$ cat src/rtl/mem_bus_arbiter_if.sv
// Signal bundle around mem_bus_arbiter: fetch and data requester ports plus the
// downstream memory port. slave is the arbiter's view, master the core/memory view.
interface mem_bus_arbiter_if #(
  parameter int ADDR_W = 64,
  parameter int DATA_W = 64
);
  // instruction-fetch requester
  logic              ireq_valid;
  logic [ADDR_W-1:0] ireq_addr;
  logic              iresp_addr_ok;
  logic              iresp_data_ok;
  logic [31:0]       iresp_data;

  // data-access requester
  logic              dreq_valid;
  logic [ADDR_W-1:0] dreq_addr;
  logic [2:0]        dreq_size;
  logic [7:0]        dreq_strobe;
  logic [DATA_W-1:0] dreq_data;
  logic              dresp_addr_ok;
  logic              dresp_data_ok;
  logic [DATA_W-1:0] dresp_data;

  // downstream memory port
  logic              oreq_valid;
  logic              oreq_is_write;
  logic [ADDR_W-1:0] oreq_addr;
  logic [2:0]        oreq_size;
  logic [7:0]        oreq_strobe;
  logic [DATA_W-1:0] oreq_data;
  logic              oresp_ready;
  logic              oresp_last;
  logic [DATA_W-1:0] oresp_data;

  modport slave (
    input  ireq_valid, ireq_addr,
    output iresp_addr_ok, iresp_data_ok, iresp_data,
    input  dreq_valid, dreq_addr, dreq_size, dreq_strobe, dreq_data,
    output dresp_addr_ok, dresp_data_ok, dresp_data,
    output oreq_valid, oreq_is_write, oreq_addr, oreq_size, oreq_strobe, oreq_data,
    input  oresp_ready, oresp_last, oresp_data
  );

  modport master (
    output ireq_valid, ireq_addr,
    input  iresp_addr_ok, iresp_data_ok, iresp_data,
    output dreq_valid, dreq_addr, dreq_size, dreq_strobe, dreq_data,
    input  dresp_addr_ok, dresp_data_ok, dresp_data,
    input  oreq_valid, oreq_is_write, oreq_addr, oreq_size, oreq_strobe, oreq_data,
    output oresp_ready, oresp_last, oresp_data
  );
endinterface

$ cat src/rtl/mem_bus_arbiter.sv
// Shares one single-beat downstream memory port between the fetch and data
// requesters; one transaction in flight, ties broken round-robin.
module mem_bus_arbiter #(
  parameter int ADDR_W = 64,
  parameter int DATA_W = 64
) (
  input logic              clk,
  input logic              reset,
  mem_bus_arbiter_if.slave bus
);
  typedef enum logic [1:0] {
    IDLE = 2'd0,
    BUSY = 2'd1,
    RESP = 2'd2
  } state_t;

  localparam logic       GNT_I      = 1'b0;
  localparam logic       GNT_D      = 1'b1;
  localparam logic [2:0] FETCH_SIZE = 3'd2;

  state_t            state_reg, state_next;
  logic              last_grant_reg, last_grant_next;
  logic              owner_reg, owner_next;
  logic [ADDR_W-1:0] addr_reg, addr_next;
  logic [2:0]        size_reg, size_next;
  logic [7:0]        strobe_reg, strobe_next;
  logic [DATA_W-1:0] wdata_reg, wdata_next;
  logic [31:0]       iresp_data_reg, iresp_data_next;
  logic [DATA_W-1:0] dresp_data_reg, dresp_data_next;

  logic [1:0] req_valid;
  logic [1:0] grant;
  logic [1:0] data_ok;
  logic       pick;
  logic       beat_last;

  assign req_valid[GNT_I] = bus.ireq_valid;
  assign req_valid[GNT_D] = bus.dreq_valid;
  assign beat_last        = bus.oresp_ready & bus.oresp_last;

  // A lone requester wins outright; a tie goes to whoever was not served last.
  always_comb begin
    pick = GNT_I;
    unique case (req_valid)
      2'b01:   pick = GNT_I;
      2'b10:   pick = GNT_D;
      2'b11:   pick = ~last_grant_reg;
      default: pick = GNT_I;
    endcase
  end

  always_comb begin
    state_next      = state_reg;
    last_grant_next = last_grant_reg;
    owner_next      = owner_reg;
    addr_next       = addr_reg;
    size_next       = size_reg;
    strobe_next     = strobe_reg;
    wdata_next      = wdata_reg;
    iresp_data_next = iresp_data_reg;
    dresp_data_next = dresp_data_reg;
    grant           = 2'b00;

    unique case (state_reg)
      IDLE: begin
        // addr_ok is combinational, so it must stay quiet while reset is held
        if (!reset && (req_valid != 2'b00)) begin
          grant[pick]     = 1'b1;
          owner_next      = pick;
          last_grant_next = pick;
          state_next      = BUSY;
          if (pick == GNT_D) begin
            addr_next   = bus.dreq_addr;
            size_next   = bus.dreq_size;
            strobe_next = bus.dreq_strobe;
            wdata_next  = bus.dreq_data;
          end else begin
            addr_next   = bus.ireq_addr;
            size_next   = FETCH_SIZE;
            strobe_next = 8'h00;
            wdata_next  = '0;
          end
        end
      end

      BUSY: begin
        // Non-final beats are dropped; only the final beat completes the request.
        if (beat_last) begin
          state_next = RESP;
          if (owner_reg == GNT_D) begin
            dresp_data_next = bus.oresp_data;
          end else begin
            iresp_data_next = addr_reg[2] ? bus.oresp_data[63:32] : bus.oresp_data[31:0];
          end
        end
      end

      RESP: begin
        state_next = IDLE;
      end

      default: begin
        state_next = IDLE;
      end
    endcase
  end

  always_ff @(posedge clk or posedge reset) begin
    if (reset) begin
      state_reg      <= IDLE;
      last_grant_reg <= GNT_I;
      owner_reg      <= GNT_I;
      addr_reg       <= '0;
      size_reg       <= '0;
      strobe_reg     <= '0;
      wdata_reg      <= '0;
      iresp_data_reg <= '0;
      dresp_data_reg <= '0;
    end else begin
      state_reg      <= state_next;
      last_grant_reg <= last_grant_next;
      owner_reg      <= owner_next;
      addr_reg       <= addr_next;
      size_reg       <= size_next;
      strobe_reg     <= strobe_next;
      wdata_reg      <= wdata_next;
      iresp_data_reg <= iresp_data_next;
      dresp_data_reg <= dresp_data_next;
    end
  end

  genvar gi;
  generate
    for (gi = 0; gi < 2; gi++) begin : g_req
      localparam logic REQ_ID = 1'(gi);
      assign data_ok[gi] = (state_reg == RESP) && (owner_reg == REQ_ID);
    end
  endgenerate

  assign bus.iresp_addr_ok = grant[GNT_I];
  assign bus.dresp_addr_ok = grant[GNT_D];
  assign bus.iresp_data_ok = data_ok[GNT_I];
  assign bus.dresp_data_ok = data_ok[GNT_D];
  assign bus.iresp_data    = iresp_data_reg;
  assign bus.dresp_data    = dresp_data_reg;

  // Downstream fields come only from the latched copy of the granted request.
  assign bus.oreq_valid    = (state_reg == BUSY);
  assign bus.oreq_is_write = |strobe_reg;
  assign bus.oreq_addr     = addr_reg;
  assign bus.oreq_size     = size_reg;
  assign bus.oreq_strobe   = strobe_reg;
  assign bus.oreq_data     = wdata_reg;
endmodule

$ cat src/flat_wrapper.sv
// flat-port wrapper written by rule: the top's interface ports become plain ports
module mem_bus_arbiter_flat 
#(
  parameter int ADDR_W = 64,
  parameter int DATA_W = 64
)
  (clk, reset, bus_ireq_valid, bus_ireq_addr, bus_iresp_addr_ok, bus_iresp_data_ok, bus_iresp_data, bus_dreq_valid, bus_dreq_addr, bus_dreq_size, bus_dreq_strobe, bus_dreq_data, bus_dresp_addr_ok, bus_dresp_data_ok, bus_dresp_data, bus_oreq_valid, bus_oreq_is_write, bus_oreq_addr, bus_oreq_size, bus_oreq_strobe, bus_oreq_data, bus_oresp_ready, bus_oresp_last, bus_oresp_data);
  mem_bus_arbiter_if #(.ADDR_W(ADDR_W), .DATA_W(DATA_W)) bus_i ();
  input logic clk;
  input logic reset;
  input wire logic [$bits(bus_i.ireq_valid)-1:0] bus_ireq_valid;
  input wire logic [$bits(bus_i.ireq_addr)-1:0] bus_ireq_addr;
  output wire logic [$bits(bus_i.iresp_addr_ok)-1:0] bus_iresp_addr_ok;
  output wire logic [$bits(bus_i.iresp_data_ok)-1:0] bus_iresp_data_ok;
  output wire logic [$bits(bus_i.iresp_data)-1:0] bus_iresp_data;
  input wire logic [$bits(bus_i.dreq_valid)-1:0] bus_dreq_valid;
  input wire logic [$bits(bus_i.dreq_addr)-1:0] bus_dreq_addr;
  input wire logic [$bits(bus_i.dreq_size)-1:0] bus_dreq_size;
  input wire logic [$bits(bus_i.dreq_strobe)-1:0] bus_dreq_strobe;
  input wire logic [$bits(bus_i.dreq_data)-1:0] bus_dreq_data;
  output wire logic [$bits(bus_i.dresp_addr_ok)-1:0] bus_dresp_addr_ok;
  output wire logic [$bits(bus_i.dresp_data_ok)-1:0] bus_dresp_data_ok;
  output wire logic [$bits(bus_i.dresp_data)-1:0] bus_dresp_data;
  output wire logic [$bits(bus_i.oreq_valid)-1:0] bus_oreq_valid;
  output wire logic [$bits(bus_i.oreq_is_write)-1:0] bus_oreq_is_write;
  output wire logic [$bits(bus_i.oreq_addr)-1:0] bus_oreq_addr;
  output wire logic [$bits(bus_i.oreq_size)-1:0] bus_oreq_size;
  output wire logic [$bits(bus_i.oreq_strobe)-1:0] bus_oreq_strobe;
  output wire logic [$bits(bus_i.oreq_data)-1:0] bus_oreq_data;
  input wire logic [$bits(bus_i.oresp_ready)-1:0] bus_oresp_ready;
  input wire logic [$bits(bus_i.oresp_last)-1:0] bus_oresp_last;
  input wire logic [$bits(bus_i.oresp_data)-1:0] bus_oresp_data;
  assign bus_i.ireq_valid = bus_ireq_valid;
  assign bus_i.ireq_addr = bus_ireq_addr;
  assign bus_iresp_addr_ok = bus_i.iresp_addr_ok;
  assign bus_iresp_data_ok = bus_i.iresp_data_ok;
  assign bus_iresp_data = bus_i.iresp_data;
  assign bus_i.dreq_valid = bus_dreq_valid;
  assign bus_i.dreq_addr = bus_dreq_addr;
  assign bus_i.dreq_size = bus_dreq_size;
  assign bus_i.dreq_strobe = bus_dreq_strobe;
  assign bus_i.dreq_data = bus_dreq_data;
  assign bus_dresp_addr_ok = bus_i.dresp_addr_ok;
  assign bus_dresp_data_ok = bus_i.dresp_data_ok;
  assign bus_dresp_data = bus_i.dresp_data;
  assign bus_oreq_valid = bus_i.oreq_valid;
  assign bus_oreq_is_write = bus_i.oreq_is_write;
  assign bus_oreq_addr = bus_i.oreq_addr;
  assign bus_oreq_size = bus_i.oreq_size;
  assign bus_oreq_strobe = bus_i.oreq_strobe;
  assign bus_oreq_data = bus_i.oreq_data;
  assign bus_i.oresp_ready = bus_oresp_ready;
  assign bus_i.oresp_last = bus_oresp_last;
  assign bus_i.oresp_data = bus_oresp_data;
  mem_bus_arbiter #(.ADDR_W(ADDR_W), .DATA_W(DATA_W)) u_core (.clk(clk), .reset(reset), .bus(bus_i));
endmodule
$ cat config.mk
export PLATFORM = sky130hd
export DESIGN_NAME = mem_bus_arbiter_flat
export DESIGN_NICKNAME = d
export VERILOG_FILES = /design/src/rtl/mem_bus_arbiter_if.sv /design/src/rtl/mem_bus_arbiter.sv /design/src/flat_wrapper.sv
export SDC_FILE = /design/constraint.sdc
export NUM_CORES = 1
export LEC_CHECK = 0
export CELL_PAD_IN_SITES_DETAIL_PLACEMENT = 0
export CELL_PAD_IN_SITES_GLOBAL_PLACEMENT = 1
export CORE_AREA = 2 2 202 204
export CTS_CLUSTER_SIZE = 30
export DETAILED_ROUTE_END_ITERATION = 8
export DIE_AREA = 0 0 204 206
export DONT_BUFFER_PORTS = 1
export HOLD_SLACK_MARGIN = 0.08
export PLACE_DENSITY_LB_ADDON = 0.1
export SLEW_MARGIN = 20
export SYNTH_ARGS = -nofsm -noshare
export SYNTH_HDL_FRONTEND = slang
export SYNTH_SLANG_ARGS = --single-unit
$ cat constraint.sdc
create_clock -name clk -period 9.7 [get_ports clk]
set_input_delay 1.455 -clock clk [delete_from_list [all_inputs] [get_ports clk]]
set_output_delay 1.455 -clock clk [all_outputs]
set_load 0.01 [all_outputs]
==> flow_results.org, run 1 <==
** Routing
- The detail route stage leaves a number of antenna-violating nets equal to 0.
- Wire length per cell after detailed routing :: 25.3 microns
- The final layout contains routed wiring with a total length of 32,500 microns.
- The first routing iteration left 325 violations.
- Dividing the detail-routed via count by the number of cells gives 5.04.
- Number of detailed-route iterations in the first pass :: 4
- Post-detailed-route DRC marker count :: 0
- Number of vias after detailed routing :: 6,472

** STA
- Number of hold violations in the final report :: 0
- Across the routed clock network, the largest skew measured is 0.0207 ns.
- Setup violations remaining at the end of the flow were counted as 0.
- Worst-Margin Slew :: 1.04 ns
- Setup TNS :: 0 ns
- Unrepaired setup endpoints after global routing :: false
- The worst pin sits at a relative slew slack of 30.5%.
- For this run, the top clock speed supported by timing is 243 MHz.
- Hold Slack :: 0.573 ns
- Clock period minus worst slack :: 4.11 ns
- Number of max-slew violations in the final report :: 0
- Crit share post-route :: 42.4%

** Clock tree
- Total clock buffers created by CTS :: 28
- Root buffer selected by CTS :: sky130_fd_sc_hd__clkbuf_16
- In this run the number of H-tree levels came out at 1.
- CTS tree :: yes
- Clock-pin slew was measured on the worst setup and hold paths at 0.06 ns.
- Buffer count from post-CTS setup fixing :: 0
- Number of hold-repair buffers added at the cts stage :: 0
- Number of sinks driven by the clock tree :: 238
- Clock latency reported for the late side of the worst-skew pair :: 0.55 ns
- The clock passes through at most 3 buffers.
- Once the clock tree was built, the resizer swapped 0 gates to a different size.

** Power and ir drop
- Leakage power summed over all cells :: 0.00474 uW
- Power density relative to cell area :: 360 mW/mm^2
- IR analysis of the VDD net gives a maximum drop of 0.130 mV.

** Logic synthesis
- After synthesis, the share of flip-flops with an asynchronous set or reset is 100%.
- Synthesized cell area :: 0.00964 sq mm
- In this run, synthesis inferred 0 flip-flops with an integrated enable.
- Sequential share of the synthesized area :: 61.8%
- Number of distinct library cell variants in the gate-level netlist after synthesis :: 25
- Area fraction in and, or, nand and nor cells after synthesis :: 6.92%
- Each instance of the synthesized netlist takes up on average 12.6 sq um.
- After Yosys synthesis, full adders, half adders and majority gates account for 0% of the synthesized area.
- Main combinational cell family by area after synthesis :: compound AO/OA/AOI/OAI gates
- Synth warn :: 0
- The portion of synthesized area spent on multiplexers is 10.8%.
- The synthesized netlist devotes 16.9% of its cell area to compound gates.
- After synthesis the netlist holds a flip-flop and latch count of 238.
- The most used flip-flop cell after synthesis is sky130_fd_sc_hd__dfrtp_1.
- Area share of xor/xnor cells in the synthesized design :: 0%
- Synthesis produced a netlist whose cell count is 762.
- Number of nets produced by synthesis :: 1,035

** Die
- Area of the die :: 0.0420 sq mm
- The die is 204 microns wide.
- Core region area :: 0.0402 sq mm
- # rows :: 74
- # IOs :: 514
- Once the floorplan was initialized, standard cells occupied 24.0% of the core.
- Measured along the y axis, the die boundary spans 206 microns.

** Final layout
- At the end of the flow, the number of nets in the layout was 1,004.
- The filler cells instantiated in the layout total 4,159.
- Ant. Diodes :: 0
- Relative to the synthesized area, the layout overhead comes to 14.4%.
- Share of cells above drive strength 1 :: 15.8%

** Setup path
- At the worst endpoint, the arrival time is 2.66 ns.
- Highest cell delay on the worst timing path :: 0.84 ns
- Traced cell by cell, the critical path runs through clkinv_1 -> nor3b_1.
- For this design, the slowest cell found on the critical path is sky130_fd_sc_hd__clkinv_1.
- Critical Path Source Type :: flip-flop
- Top delay family on crit path :: buffers and inverters
- The critical path is of the reg2out type.
- Data on the critical path is required at its endpoint by 8.25 ns.
- Critical Path End Type :: output port
- Together, buffers and inverters on the worst path number 1.
- Largest fanout on the critical path :: 35

** GRT
- The number of global-route vias before repair was 6,919.
- For this run, the total global-route usage over all layers was measured as 14.5%.
- Pin count of the biggest net entering global routing :: 109
- The first global-routing pass estimated 46,300 microns of wire.
- Summed over all layers, the global routing overflow is 0.
- The initial antenna violation count came to 0.

** Placed design
- Hpwl dp :: 23,400 microns
- Routability congestion estimate :: 0.751
- Buffers placed on the I/O ports in this run total 0.

** Hold path
- In this run the worst hold path is classified as reg2reg.

** Job
- Max-cap violations in this run came to 0.

** Outcome
- Outcome :: finished clean
## power breakdown
| part | switching, uW | internal, uW | total [uW] |
|---|---|---|---|
| clock | 415 | 642 | 1060 |
| sequential | 645 | 1460 | 2100 |
| combinational | 391 | 415 | 806 |
| total | 1450 | 2520 | 3970 |
## worst paths after layout
check	start	endpoint	slack, ns	cells after the start
max	u_core.last_grant_reg	bus_dresp_data_ok	5.59	2
min	u_core.bus.dresp_data[23]	u_core.bus.dresp_data[23]	0.57	1
max in group asynchronous	reset	u_core.bus.oreq_addr[53]	7.32	2
min in group asynchronous	reset	u_core.bus.oreq_addr[33]	0.90	1
min reg2reg	u_core.bus.dresp_data[23]	u_core.bus.dresp_data[23]	0.57	1
max reg2reg	u_core.state_reg[0]	u_core.bus.oreq_addr[47]	6.67	5
## placed cells by master, fill, tap and decap left out, drive strengths merged
cell    instances
dfrtp         238
a22o           74
nand2          70
nor3           65
a21oi          65
a221o          64
mux2           64
clkbuf         41
mux2i          32
buf            12
clkinv          8
nor3b           3
inv             3
nor4            2
bufinv          2
nor2b           2
o21ai           1
and3            1
and4b           1
and2            1
or3             1
a22oi           1
## cells in the mapped netlist, types with 2 or more instances
library cell | n | area [sq um]
sky130_fd_sc_hd__clkbuf_1 | 32 | 120
sky130_fd_sc_hd__mux2i_1 | 32 | 320
sky130_fd_sc_hd__buf_1 | 6 | 22.5
sky130_fd_sc_hd__a22o_1 | 74 | 648
sky130_fd_sc_hd__nor2b_1 | 2 | 12.5
sky130_fd_sc_hd__mux2_1 | 8 | 90.1
sky130_fd_sc_hd__dfrtp_1 | 238 | 5960
sky130_fd_sc_hd__mux2_2 | 56 | 631
sky130_fd_sc_hd__a21oi_1 | 65 | 325
sky130_fd_sc_hd__nor4_1 | 2 | 12.5
sky130_fd_sc_hd__nor3b_1 | 3 | 22.5
sky130_fd_sc_hd__buf_4 | 6 | 45.0
sky130_fd_sc_hd__a221o_1 | 64 | 641
sky130_fd_sc_hd__buf_2 | 29 | 145
sky130_fd_sc_hd__inv_1 | 3 | 11.3
sky130_fd_sc_hd__nand2_1 | 69 | 259
sky130_fd_sc_hd__nor3_1 | 65 | 325
## routing by layer
| metal | up-vias | wire (microns) | share of wire, % | track usage, % |
|---|---|---|---|---|
| met5 | - | 0 | 0 | 0 |
| met4 | 0 | 691 | 2.1 | 4.30 |
| met1 | 3277 | 11900 | 36 | 16.2 |
| met3 | 46 | 3840 | 12 | 6.37 |
| li1 | 2793 | - | - | - |
| met2 | 356 | 16100 | 50 | 25.0 |
## area by class of cell
type	instances	area (sq um)	share of cell area (%)
repair buffers	12	90.1	0.817
clock inverters	9	98.8	0.897
multi-input cells	447	3360	30.5
inverters	4	22.5	0.204
well taps	532	666	6.04
clock buffers	41	831	7.54
flip-flops and latches	238	5960	54.0
## per-stage QoR
| stage | instances | setup slack, ns | total power (uW) | instance area, sq um | utilization, % |
|---|---|---|---|---|---|
| floorplan | 762 | 1.71 | 2610 | 9640 | - |
| global placement | 1233 | 5.74 | 2920 | 10100 | 25.1 |
| detailed placement | 1233 | 5.75 | 2960 | 10100 | 25.1 |
| CTS | 1283 | 5.54 | 4040 | 11000 | 27.4 |
| global route | 1283 | 5.35 | 4200 | 11000 | 27.4 |
| finish | 1283 | 5.59 | 3970 | 11000 | 27.4 |
## cells by family after synthesis
logic type	count (synthesis)
AOI/OAI and AO/OA	205
buffers and inverters	77
DFF	238
muxes	96
and+or+nand+nor	146
Power figures use the tool's default switching activity.
==> run 2, diff against run 1 <==
Clock period 9.7 ns to 4.2 ns, I/O delays scaled along.
==> run 2 against run 1 <==
Against the previous run:
- sequential power up 130%
- clock power grew 140%
- critical path type unchanged
- worst setup slack got worse by 4.3 ns
- die area is the same
==> flow_results.org, run 2 (same netlist as run 1, synthesis figures left out) <==
** Outcome
- Outcome :: finished clean

** Clock tree
- Number of sinks driven by the clock tree :: 238 (unchanged)
- The number of buffers inserted by hold repair at cts came to 1 (+1).
- The insertion delay of the later-clocked pin in the worst-skew pair came to 0.55 ns (about the same).
- The clock transition time at the flip-flop clock pins of the worst setup and hold paths was 0.06 ns (about the same).
- The post-CTS setup buffer count is 0 (unchanged).
- The maximum clock insertion buffer count was 3 (unchanged).
- The total clock buffers created by CTS is 28 (unchanged).
- In this run the clock root is driven by a sky130_fd_sc_hd__clkbuf_16.
- Resize count post-CTS :: 0 (unchanged)
- The maximum level of the CTS H-tree is 1 (unchanged).
- TritonCTS built the clock tree.

** Die
- Die width :: 204 microns (unchanged)
- Area of the die :: 0.0420 sq mm (unchanged)
- Core region area :: 0.0402 sq mm (unchanged)
- The number of standard-cell rows in the floorplan was 74 (unchanged).
- The height of the die was 206 microns (unchanged).
- Starting density of the core :: 24.0% (unchanged)
- The I/O pin count is 514 (unchanged).

** Placed design
- The cell area after placement is 0.0102 sq mm (+0.63%).
- The detailed placer's ending HPWL was 23,400 microns (-0.20%).
- The weighted congestion reported at the end of routability-driven placement came to 0.776 (+3.4%).
- The count of input and output buffers came to 0 (unchanged).

** Routing
- The routed wirelength normalized by instance count came to 25.3 microns (-0.19%).
- Post-detailed-route DRC marker count :: 0 (unchanged)
- The antenna violation net count after detailed routing is 0 (unchanged).
- Detailed router's first-iteration violation count :: 411 (+26%)
- The post-detailed-route via-to-cell ratio is 5.10 (+1.0%).
- The total detailed-routing wirelength came to 32,600 microns (+0.27%).
- The count of TritonRoute iterations in the first routing pass was 5 (+1).
- The via count is 6,569 (+1.5%).

** GRT
- The total routing usage reported by global routing came to 14.7% (+0.21 points).
- Pin count of the biggest net entering global routing :: 88 (-19%)
- Via count of the first global-routing pass :: 7,107 (+2.7%)
- Antenna violations before repair :: 0 (unchanged)
- Wire length of the first global-routing pass :: 47,200 microns (+2.0%)
- Total congestion overflow :: 0 (unchanged)

** Setup path
- The largest incremental delay on the critical path was 0.73 ns (-0.11 ns).
- Largest fanout on the critical path :: 54 (+54%)
- The critical path required time came to 3.57 ns (-4.68 ns).
- Critical Path Source Type :: flip-flop
- Reg2Reg Launch Point :: u_core.state_reg[0]
- Traced cell by cell, the critical path runs through nor3_1 -> and3_4.
- CP max stage cell :: sky130_fd_sc_hd__and3_4
- The worst setup path is of the reg2out kind.
- Arrival time worst endpoint :: 2.23 ns (-0.43 ns)
- Critical Path End Type :: output port
- The critical path starts at u_core.state_reg[0].

** Power and ir drop
- IR drop worst, VDD :: 0.295 mV (+130%)
- Design Power :: 9320 uW (+130%)
- Leakage power summed over all cells :: 0.00480 uW (+1.2%)
- Power density relative to cell area :: 836 mW/mm^2 (+130%)

** Final layout
- From synthesis to final layout, the design area changed by 15.8%.
- Share of cells above drive strength 1 :: 16.2% (+0.40 points)
- Number of fill cells in the layout :: 4,145 (-0.34%)
- The flip-flop and latch area is 0.00596 sq mm (unchanged).
- The final antenna diode count was 0 (unchanged).
- Multi-input gate area in the final layout :: 0.00336 sq mm (unchanged)
- Most frequent cells in the layout :: sky130_fd_sc_hd__dfrtp_1 (237), sky130_fd_sc_hd__a22o_1 (74), sky130_fd_sc_hd__nand2_1 (69)
- The final instance area is 0.0112 sq mm (+1.2%).
- Nets :: 1,009 (+0.50%)
- Leading cell type in the layout, fill and taps excluded :: sky130_fd_sc_hd__dfrtp_1

** Job
- The number of max-cap violations was 0 (unchanged).

** STA
- The total of endpoints with negative setup slack in the final report is 0 (unchanged).
- Unrepaired setup endpoints after global routing :: false
- The worst slew margin relative to its limit was 42.8% (+12 points).
- Crit share post-route :: 68.2%
- Max Fclk :: 349 MHz
- The total negative slack for setup checks is 0 ns (unchanged).
- The max-slew violation count came to 0 (unchanged).
- The actual slew at the worst max-slew pin came to 0.857 ns (-0.185 ns).
- The number of hold-slack violations in the final timing report is 0 (unchanged).
- Final setup skew :: 0.0170 ns (-0.00372 ns)
- Clock period minus worst slack :: 2.86 ns

** Hold path
- Worst hold path class :: in2reg
- Worst Min Path Start :: bus_dreq_data[19]
==> run 2: per-layer routing <==
metal | track usage, % | wire, microns
met2 | 24.6 | 15800
met1 | 17.0 | 12000
met5 | 0 | 0
met4 | 5.41 | 985
met3 | 5.72 | 3750
==> run 2: final cells by class <==
| type | count | area share (%) |
|---|---|---|
| Tap cell | 532 | 5.97 |
| Clock buffer | 43 | 7.60 |
| Sequential cell | 238 | 53.4 |
| Inverter | 4 | 0.168 |
| Multi-Input combinational cell | 447 | 30.1 |
| Clock inverter | 8 | 1.26 |
| Timing Repair Buffer | 17 | 1.50 |
==> run 2: critical path: cells and delay by family (launching register included) <==
family	cells	cell delay [ns]
and+or+nand+nor	2	1.18
DFF	1	0.42
==> run 2: report_power, final <==
part / total [uW] / internal (uW) / switching (uW)
Sequential: 4890 / 3370 / 1530
Clock: 2590 / 1620 / 966
Combinational: 1840 / 971 / 866
Total: 9320 / 5970 / 3360
==> run 2: final timing paths <==
kind | to | slack, ns | depth (start not counted)
max in group asynchronous | u_core.bus.dresp_data[15] | 2.48 | 3
setup / recovery | bus_dresp_addr_ok | 1.34 | 2
hold reg to reg | u_core.bus.dresp_data[52] | 0.57 | 1
setup reg to reg | u_core.bus.oreq_data[55] | 1.74 | 5
hold / removal | u_core.bus.oreq_data[19] | 0.21 | 1
min in group asynchronous | u_core.state_reg[0] | 0.67 | 2
==> run 2: metrics by stage <==
stage	cells	utilization (%)	worst slack, ns	hold slack (ns)
after detailed placement	1237	25.3	1.61	0.558
after CTS	1289	27.8	1.28	0.175
after global placement	1237	25.3	1.72	0.554
after global routing	1289	27.8	1.17	0.180
final	1289	27.8	1.34	0.210
after floorplan	762	-	0.450	0.534
